File: config.mk
export PLATFORM = sky130hd
export DESIGN_NAME = vga_ctrl
export DESIGN_NICKNAME = d
export VERILOG_FILES = /design/src/rtl/vga_pkg.sv /design/src/rtl/vga_ctrl.sv
export SDC_FILE = /design/constraint.sdc
export NUM_CORES = 1
export LEC_CHECK = 0
export CORE_MARGIN = 3
export CORE_UTILIZATION = 30
export CTS_BUF_LIST = sky130_fd_sc_hd__clkbuf_4 sky130_fd_sc_hd__clkbuf_8
export CTS_CLUSTER_SIZE = 10
export DETAILED_ROUTE_END_ITERATION = 12
export GPL_ROUTABILITY_DRIVEN = 0
export PLACE_DENSITY_LB_ADDON = 0.25
export SYNTH_ARGS = -nofsm -noshare
export SYNTH_HDL_FRONTEND = slang
export SYNTH_SLANG_ARGS = --single-unit
File: constraint.sdc
create_clock -name clk -period 3.3 [get_ports clk]
set_clock_uncertainty 0.15 [all_clocks]
set_input_delay 0.66 -clock clk [delete_from_list [all_inputs] [get_ports clk]]
set_output_delay 0.66 -clock clk [all_outputs]
set_load 0.01 [all_outputs]
File: src/rtl/vga_pkg.sv
// Shared VGA timing package: default 640x480@60 timing, derived
// constants, the invalid-coordinate code and a small range helper.
package vga_pkg;

  localparam int unsigned H_SYNC_DEF   = 96;
  localparam int unsigned H_BACK_DEF   = 48;
  localparam int unsigned H_ACTIVE_DEF = 640;
  localparam int unsigned H_FRONT_DEF  = 16;
  localparam int unsigned V_SYNC_DEF   = 2;
  localparam int unsigned V_BACK_DEF   = 33;
  localparam int unsigned V_ACTIVE_DEF = 480;
  localparam int unsigned V_FRONT_DEF  = 10;

  localparam int unsigned H_TOTAL_DEF = H_SYNC_DEF + H_BACK_DEF + H_ACTIVE_DEF + H_FRONT_DEF;
  localparam int unsigned V_TOTAL_DEF = V_SYNC_DEF + V_BACK_DEF + V_ACTIVE_DEF + V_FRONT_DEF;

  // Visible window (rgb_valid) and request window (one clock earlier).
  localparam int unsigned H_VIS_LO_DEF = H_SYNC_DEF + H_BACK_DEF;
  localparam int unsigned H_VIS_HI_DEF = H_SYNC_DEF + H_BACK_DEF + H_ACTIVE_DEF - 1;
  localparam int unsigned H_REQ_LO_DEF = H_VIS_LO_DEF - 1;
  localparam int unsigned H_REQ_HI_DEF = H_VIS_HI_DEF - 1;
  localparam int unsigned V_VIS_LO_DEF = V_SYNC_DEF + V_BACK_DEF;
  localparam int unsigned V_VIS_HI_DEF = V_SYNC_DEF + V_BACK_DEF + V_ACTIVE_DEF - 1;

  localparam int unsigned CNT_W = 10;
  localparam logic [CNT_W-1:0] COORD_INVALID = 10'h3FF;

  // Raster position: horizontal and vertical counters.
  typedef struct packed {
    logic [CNT_W-1:0] h;
    logic [CNT_W-1:0] v;
  } vga_pos_t;

  // Inclusive range test on 10-bit counter values.
  function automatic logic in_range(input logic [CNT_W-1:0] val,
                                    input logic [CNT_W-1:0] lo,
                                    input logic [CNT_W-1:0] hi);
    return (val >= lo) && (val <= hi);
  endfunction

endpackage

File: src/rtl/vga_ctrl.sv
// VGA timing generator: free-running h/v counters, sync/visible decode,
// pixel request coordinates one clock ahead of the visible window, and
// a registered frame_start pulse after each frame wrap.
module vga_ctrl
  import vga_pkg::*;
#(
  parameter int unsigned H_SYNC   = H_SYNC_DEF,
  parameter int unsigned H_BACK   = H_BACK_DEF,
  parameter int unsigned H_ACTIVE = H_ACTIVE_DEF,
  parameter int unsigned H_FRONT  = H_FRONT_DEF,
  parameter int unsigned V_SYNC   = V_SYNC_DEF,
  parameter int unsigned V_BACK   = V_BACK_DEF,
  parameter int unsigned V_ACTIVE = V_ACTIVE_DEF,
  parameter int unsigned V_FRONT  = V_FRONT_DEF
) (
  input  logic        clk,
  input  logic        rst,
  input  logic [15:0] pix_data,
  output logic [9:0]  pix_x,
  output logic [9:0]  pix_y,
  output logic        hsync,
  output logic        vsync,
  output logic        rgb_valid,
  output logic [15:0] rgb,
  output logic        frame_start
);

  localparam logic [9:0] H_LAST   = 10'(H_SYNC + H_BACK + H_ACTIVE + H_FRONT - 1);
  localparam logic [9:0] V_LAST   = 10'(V_SYNC + V_BACK + V_ACTIVE + V_FRONT - 1);
  localparam logic [9:0] H_SYNC_W = 10'(H_SYNC);
  localparam logic [9:0] V_SYNC_W = 10'(V_SYNC);
  localparam logic [9:0] H_VIS_LO = 10'(H_SYNC + H_BACK);
  localparam logic [9:0] H_VIS_HI = 10'(H_SYNC + H_BACK + H_ACTIVE - 1);
  localparam logic [9:0] H_REQ_LO = 10'(H_SYNC + H_BACK - 1);
  localparam logic [9:0] H_REQ_HI = 10'(H_SYNC + H_BACK + H_ACTIVE - 2);
  localparam logic [9:0] V_VIS_LO = 10'(V_SYNC + V_BACK);
  localparam logic [9:0] V_VIS_HI = 10'(V_SYNC + V_BACK + V_ACTIVE - 1);

  vga_pos_t pos_q, pos_d;
  logic     frame_start_q, frame_start_d;
  logic     h_vis, h_req, v_vis;

  // Next raster position; v advances only on the last clock of a line,
  // and a frame wrap arms frame_start for the following cycle.
  always_comb begin
    pos_d         = pos_q;
    frame_start_d = 1'b0;
    if (pos_q.h == H_LAST) begin
      pos_d.h = 10'd0;
      if (pos_q.v == V_LAST) begin
        pos_d.v       = 10'd0;
        frame_start_d = 1'b1;
      end else begin
        pos_d.v = pos_q.v + 10'd1;
      end
    end else begin
      pos_d.h = pos_q.h + 10'd1;
    end
  end

  // Counter and frame_start registers with synchronous reset to (0,0).
  always_ff @(posedge clk) begin
    if (rst) begin
      pos_q         <= '0;
      frame_start_q <= 1'b0;
    end else begin
      pos_q         <= pos_d;
      frame_start_q <= frame_start_d;
    end
  end

  // Sync, window and request-coordinate decode from the registered counters.
  always_comb begin
    h_vis     = in_range(pos_q.h, H_VIS_LO, H_VIS_HI);
    h_req     = in_range(pos_q.h, H_REQ_LO, H_REQ_HI);
    v_vis     = in_range(pos_q.v, V_VIS_LO, V_VIS_HI);
    hsync     = (pos_q.h >= H_SYNC_W);
    vsync     = (pos_q.v >= V_SYNC_W);
    rgb_valid = h_vis && v_vis;
    if (h_req && v_vis) begin
      pix_x = pos_q.h - H_REQ_LO;
      pix_y = pos_q.v - V_VIS_LO;
    end else begin
      pix_x = COORD_INVALID;
      pix_y = COORD_INVALID;
    end
    if (rgb_valid) begin
      rgb = pix_data;
    end else begin
      rgb = 16'h0000;
    end
    frame_start = frame_start_q;
  end

endmodule

==> parameters.txt, run 1 <==
Parameter                              Value

Yosys
  Largest family of logic cells by synthesized area ... simple AND/OR/NAND/NOR gates
  Fraction of the mapped netlist area in simple logic gates ... 37.0%
  Synth area leader ... dfxtp_1
  Count of flip-flops with a built-in enable after synthesis ... 0
  Cell variety after synth ... 45
  Cell with the most instances after synthesis ... nand3_1
  Post-synth ARST share ... 0%
  Cell types with the largest area share after synthesis ... dfxtp_1 25%, nand3_1 6.5%, and2_1 6.3%, xnor2_1 5.2%, xor2_1 4.2%
  Cell area after technology mapping ... 1690 sq um
  Share of synthesized area spent on multiplexers ... 0%
  Post-synthesis xor/xnor area fraction ... 9.35%
  Most used standard cells in the synthesized netlist ... 22 x nand3_1, 21 x dfxtp_1, 17 x and2_1
  Syn Area/Cell ... 7.80 sq um
  Area share of the largest cell type after synthesis ... 24.9%
  Warning count from the yosys run ... 0
  Area fraction in compound gates after synthesis ... 16.3%
  Cell count after synthesis ... 216
  Prevailing post-synth register cell ... dfxtp_1
  Synth Net Count ... 239
  Share of synthesized area occupied by flip-flops and latches ... 24.9%
  Adder and majority cell fraction of the synthesized area ... 3.71%
  Number of synthesized register bits ... 21

CTS
  Clock buffer depth ... 2
  Clock Sinks ... 21
  Clock Pin Slew Worst Setup and Hold Paths ... 0.08 ns
  Clock root buffer ... clkbuf_8
  CTS tree ... done
  Num CTS Buffers ... 3
  Number of H-tree levels ... 1
  Clock latency of the later-clocked register in the worst-skew pair ... 0.26 ns

Die
  IO Pins ... 58
  Core footprint ... 5270 sq um
  Starting Density ... 32.0%
  Number of placement rows ... 26
  Width of the die ... 81.0 um
  Overall die area ... 6550 sq um
  Vert. Die Dim ... 81.0 um

GRT
  Antenna violations before repair ... 0
  Total congestion overflow after global routing ... 0
  Pin count of the biggest net entering global routing ... 21
  Via count of the first global-routing pass ... 1732
  Total GRT Usage ... 15.3%
  Global-route wire length before repair ... 8.12 mm

Final layout
  Antenna diode count ... 0
  Area growth from synthesis to layout ... 54.6%
  Fraction of layout cells with a size suffix above 1 ... 20.9%
  Final net count ... 321
  Fill cell count ... 536

Power
  Leakage power summed over all cells ... 1.11 nW
  Internal cell power ... 0.364 mW
  Switching part of the total power ... 22.1%
  Worst vdd ir ... 0.000106 V
  Power per cell area ... 179 nW/um^2
  Sequential cell fraction of total power ... 55.5%
  Total power after layout ... 0.467 mW
  Comb pwr share ... 7.5%
  Switching power total ... 0.103 mW
  Part of the total power dissipated in the clock network ... 37.0%

Routing
  Violation count after the first detailed-route iteration ... 85
  Remaining antenna violation count ... 0
  DR vias/cell ... 5.01
  Overall via count from detail_route ... 1838
  Wire length after detailed routing ... 5.08 mm
  Length of the first detailed-routing pass in iterations ... 4
  Routed length per instance ... 13.8 um
  Number of design rule violations left after detail routing ... 0

Critical path
  Worst path top cell family by delay ... buffers and inverters
  Worst path cell trace ... nor4_4 > o211ai_2 > buf_4 > a2111oi_4 > buf_4 > clkdlybuf4s50_1
  Crit start category ... flip-flop
  Element type at the critical path end ... primary output
  Arrival time of the worst setup path ... 2.39 ns
  Endpoint required time on the critical path ... 2.49 ns
  Worst flop-to-flop path startpoint ... pos_q[11]
  Cell mode on critical path ... buf_4
  Path depth of the worst reg2reg path ... 5
  Type of the worst setup path ... reg -> out
  Cell at the slowest stage of the critical path ... clkdlybuf4s50_1
  Setup slack on the worst flop-to-flop path ... 0.90 ns
  Largest stage delay, worst path ... 0.53 ns
  Highest net fanout along the worst path ... 5
  Worst r2r dst ... pos_q[4]
  Buffer and inverter count on the worst path ... 3

Place
  Hpwl dp ... 3.54 mm
  Placement-stage worst setup slack ... -0.228 ns
  Port Buf Inserts ... 57

Timing
  Setup repair after global routing missed its margin ... false
  Worst slew margin ... 62.9%
  Post-route fraction of the period consumed by the critical path ... 96.9%
  Final critical-path setup slack ... 0.103 ns
  Final setup violation count ... 0
  Highest Clock Rate ... 313 MHz
  Slew at the pin closest to its max-slew limit ... 0.555 ns
  Final period demand of the worst path ... 3.20 ns
  Final number of max-transition violations ... 0
  Final count of hold timing violations ... 0

Worst hold path
  Worst hold path type ... reg -> reg
  Worst hold path stage count ... 2
  Hold path endpoint ... pos_q[1]
  Origin of the worst min-delay path ... pos_q[1]

Job
  Max_cap viols ... 0

Run status
  Run status ... finished, final reports clean
flip-flops by register name (all words and copies together) (netlist names):
| signal | count |
|---|---|
| frame_start | 1 |
| pos_q | 20 |
worst max-delay path by stage:
stage / start / end / slack, ns / cells past startpoint
2_1_floorplan: pos_q[0] / pix_x[7] / 0.65 / 7
3_3_place_gp: pos_q[1] / pix_x[6] / -0.18 / 6
3_5_place_dp: pos_q[1] / pix_x[6] / -0.23 / 6
4_1_cts: pos_q[6] / rgb[5] / -0.02 / 10
5_1_grt: pos_q[1] / rgb[13] / 0.009 / 9
6_report: pos_q[8] / rgb_valid / 0.10 / 6
cells by family (layout without fill, tap and decap cells):
| family | after synthesis | after routing |
|---|---|---|
| and+or+nand+nor | 107 | 107 |
| buffers and inverters | 29 | 109 |
| xor gates and xnor gates | 18 | 18 |
| DFF | 21 | 21 |
| adders and majority gates | 5 | 5 |
| AOI/OAI and AO/OA | 36 | 37 |
layout by cell type (no fill, tap or decap), types with 6 or more instances in the layout:
cell type        Yosys  final
xor2_1               8      8
nand3_1             22     22
or3_1                7      6
nand2_1             14     14
and2_1              17     17
inv_1                7      7
a21oi_1             12     11
xnor2_1             10     10
dfxtp_1             21     19
dlygate4sd2_1        0     35
clkdlybuf4s50_1      0     21
buf_4                1     39
nor2_1              15     15
final cells by class:
cell class / count / area [sq um] / area share, %
repair buffers: 98 / 831 / 31.9
multi-input cells: 167 / 1190 / 45.7
well taps: 70 / 87.6 / 3.36
clock inverters: 1 / 5.00 / 0.192
clock buffers: 3 / 41.3 / 1.59
flip-flops and latches: 21 / 423 / 16.2
inverters: 7 / 26.3 / 1.01
what timing repair did:
item                                    CTS  global route
hold endpoints to repair                  0             0
pin swaps                                 2             6
resized for setup                        44             8
setup buffers                             3             5
hold buffers                              0             0
cloned                                    2             1
endpoints found under the setup margin   36            28
worst min-delay path, cell delays in order, from the launching register on:
cell     delay [ns]
dfxtp_2        0.34
nand2_1        0.05
a21oi_1        0.05
routing by layer:
layer	up-vias	GRT usage, %	wire, um
li1	933	-	-
met3	2	3.33	408
met2	59	25.0	2230
met1	844	20.4	2410
met5	-	0	0
met4	0	3.72	27
through the flow:
stage | utilization [%] | setup TNS, ns | cells | hold slack, ns | area, sq um
6_report | 49.4 | 0 | 367 | 0.331 | 2610
2_1_floorplan | - | 0 | 216 | 0.299 | 1690
3_5_place_dp | 46.7 | -2.68 | 352 | 0.334 | 2460
3_3_place_gp | 46.7 | -2.29 | 352 | 0.331 | 2460
4_1_cts | 48.1 | -0.0199 | 361 | 0.346 | 2540
5_1_grt | 49.4 | 0 | 367 | 0.369 | 2610
power by group through the flow:
stage	Combinational (mW)	Clock, mW	Sequential, mW
after floorplan	0.00919	0	0.265
after global placement	0.0343	0	0.265
after detailed placement	0.0347	0	0.265
after CTS	0.0351	0.177	0.259
after global routing	0.0386	0.188	0.260
final	0.0350	0.173	0.259
No activity file was read; power rests on OpenSTA's default activity.
==> run 2: changes to the inputs <==
--- a/config.mk
+++ b/config.mk
@@ -5,8 +5,8 @@
 export SDC_FILE = /design/constraint.sdc
 export NUM_CORES = 1
 export LEC_CHECK = 0
-export CORE_MARGIN = 3
-export CORE_UTILIZATION = 30
+export CORE_ASPECT_RATIO = 1.5
+export CORE_UTILIZATION = 47
 export CTS_BUF_LIST = sky130_fd_sc_hd__clkbuf_4 sky130_fd_sc_hd__clkbuf_8
 export CTS_CLUSTER_SIZE = 10
 export DETAILED_ROUTE_END_ITERATION = 12
==> parameters.txt, run 2 (synthesized netlist as in run 1, its figures left out) <==
Parameter                              Value

Run status
  Run status ... finished, final reports clean

Timing
  Post-route fraction of the period consumed by the critical path ... 95.3% (-1.5 points)
  Final period demand of the worst path ... 3.15 ns (-0.0506 ns)
  Highest Clock Rate ... 318 MHz (+1.6%)
  Setup repair after global routing missed its margin ... false
  Worst slew margin ... 71.2% (+8.4 points)
  Final number of max-transition violations ... 0 (unchanged)
  Slew at the pin closest to its max-slew limit ... 0.431 ns (-0.125 ns)
  Worst Hold Slack ... 0.350 ns (+0.0187 ns)
  Final critical-path setup slack ... 0.154 ns (+0.0506 ns)
  Final setup violation count ... 0 (unchanged)
  Final count of hold timing violations ... 0 (unchanged)
  Sum of negative setup slack ... 0 ns (unchanged)

Die
  Vert. Die Dim ... 75.3 um (-6.9%)
  Number of placement rows ... 26 (unchanged)
  Core footprint ... 3420 sq um (-35%)
  Starting Density ... 49.3% (+17 points)
  IO Pins ... 58 (unchanged)
  Overall die area ... 3830 sq um (-41%)
  Width of the die ... 50.9 um (-37%)

Critical path
  Worst flop-to-flop path startpoint ... pos_q[10]
  Element type at the critical path end ... primary output
  Endpoint required time on the critical path ... 2.49 ns (about the same)
  Arrival time of the worst setup path ... 2.34 ns (-0.05 ns)
  Worst r2r dst ... pos_q[4]
  Launching instance or port of the critical path ... pos_q[0]
  Highest net fanout along the worst path ... 7 (+2)
  Worst Setup EP ... pix_x[6]
  Type of the worst setup path ... reg -> out
  Setup slack on the worst flop-to-flop path ... 0.88 ns (-0.02 ns)
  Crit start category ... flip-flop
  Path depth of the worst reg2reg path ... 5 (unchanged)

CTS
  CTS tree ... done
  Clock Pin Slew Worst Setup and Hold Paths ... 0.08 ns (about the same)
  Number of H-tree levels ... 1 (unchanged)
  Clock buffer depth ... 2 (unchanged)
  Clock root buffer ... clkbuf_8
  Clock Sinks ... 21 (unchanged)
  Num CTS Buffers ... 3 (unchanged)
  Number of buffers added to fix hold violations after cts ... 0 (unchanged)
  Clock latency of the later-clocked register in the worst-skew pair ... 0.26 ns (about the same)

GRT
  Pin count of the biggest net entering global routing ... 18 (-14%)
  Total GRT Usage ... 25.9% (+11 points)
  Antenna violations before repair ... 0 (unchanged)
  Total congestion overflow after global routing ... 0 (unchanged)
  Global-route wire length before repair ... 7.58 mm (-6.7%)
  Via count of the first global-routing pass ... 1674 (-3.3%)

Power
  Leakage power summed over all cells ... 1.28 nW (+16%)
  Total power after layout ... 0.471 mW (+0.89%)
  Power per cell area ... 189 nW/um^2 (+5.5%)
  Worst vdd ir ... 0.000231 V (+120%)

Place
  Port Buf Inserts ... 57 (unchanged)
  Area after DPL ... 2360 sq um (-4.2%)
  DP Cell Count ... 315 (-11%)
  Hpwl dp ... 3.66 mm (+3.4%)
  Placement-stage worst setup slack ... 0.224 ns (+0.452 ns)

Final layout
  Largest register FFs ... 20 (unchanged)
  Antenna diode count ... 0 (unchanged)
  Fill cell count ... 269 (-50%)
  Final net count ... 302 (-5.9%)
  Fraction of layout cells with a size suffix above 1 ... 13.7% (-7.2 points)
  Commonest non-fill, non-tap cells in the layout ... 41 x clkdlybuf4s50_1, 22 x nand3_1, 21 x dfxtp_1, 21 x buf_4, 17 x and2_1
  Most common cell after layout, fill and taps aside ... clkdlybuf4s50_1
  Non-Filler Cell Area, Final ... 2490 sq um (-4.3%)
  Post-Route Utilization ... 73.0% (+24 points)
  Non-filler cells in the finished layout ... 320 (-13%)
  Area growth from synthesis to layout ... 47.9%
  Largest register by flop count ... pos_q

Routing
  Number of design rule violations left after detail routing ... 0 (unchanged)
  Length of the first detailed-routing pass in iterations ... 4 (unchanged)
  Overall via count from detail_route ... 1811 (-1.5%)
  Violation count after the first detailed-route iteration ... 52 (-39%)
  Remaining antenna violation count ... 0 (unchanged)
  Routed length per instance ... 15.8 um (+14%)
  DR vias/cell ... 5.66 (+13%)
  Wire length after detailed routing ... 5.07 mm (-0.31%)

Worst hold path
  Worst hold path type ... reg -> reg
  Worst hold path stage count ... 1 (-1)

Job
  Max_cap viols ... 0 (unchanged)
run 2: changes by cell type in the layout (fill, tap and decap cells not counted), sizes merged:
cell and delta:
clkdlybuf4s50 +20, buf -18, dlymetal6s2s +16, dlygate4sd2 -35, a211oi -1, clkinv -1
clkbuf -1, clkinvlp +1
run 2: worst min path at each step:
stage	start	endpoint	slack, ns
2_1_floorplan	pos_q[10]	pos_q[10]	0.30
3_3_place_gp	pos_q[10]	pos_q[10]	0.32
3_5_place_dp	pos_q[10]	pos_q[10]	0.33
4_1_cts	pos_q[10]	pos_q[10]	0.35
5_1_grt	pos_q[10]	pos_q[10]	0.40
6_report	pos_q[10]	pos_q[10]	0.35
run 2: timing repair:
item / in CTS / in global routing
endpoints found under the setup margin: 16 / 33
setup buffers: 1 / 0
pin swaps: 1 / 1
resized for setup: 1 / 23
run 2: area by class of cell:
class / count / area (sq um) / share of cell area, %
multi-input combinational: 166 / 1150 / 46.3
timing repair buffer: 80 / 791 / 31.7
sequential: 21 / 420 / 16.9
tap: 42 / 52.6 / 2.11
clock buffer: 3 / 41.3 / 1.66
inverter: 7 / 26.3 / 1.05
clock inverter: 1 / 7.51 / 0.301
run 2: critical path: stages (launching register included):
cell and delay, ns:
dfxtp_1 0.32, buf_4 0.16, inv_1 0.11, ha_1 0.19
o211ai_2 0.13, a211oi_2 0.38, buf_4 0.21, o2111ai_1 0.10
clkdlybuf4s50_1 0.49
run 2: layer usage:
layer | vias up | wire [um] | global-route usage, %
li1 | 891 | - | -
met1 | 875 | 2000 | 27.2
met2 | 39 | 2840 | 53.3
met3 | 6 | 150 | 2.00
met4 | 0 | 70 | 8.33
met5 | - | 0 | 0
run 2: power breakdown:
group,internal (mW),switching (mW)
combinational,0.0224,0.0114
sequential,0.256,0.00381
clock,0.0853,0.0920
total,0.364,0.107
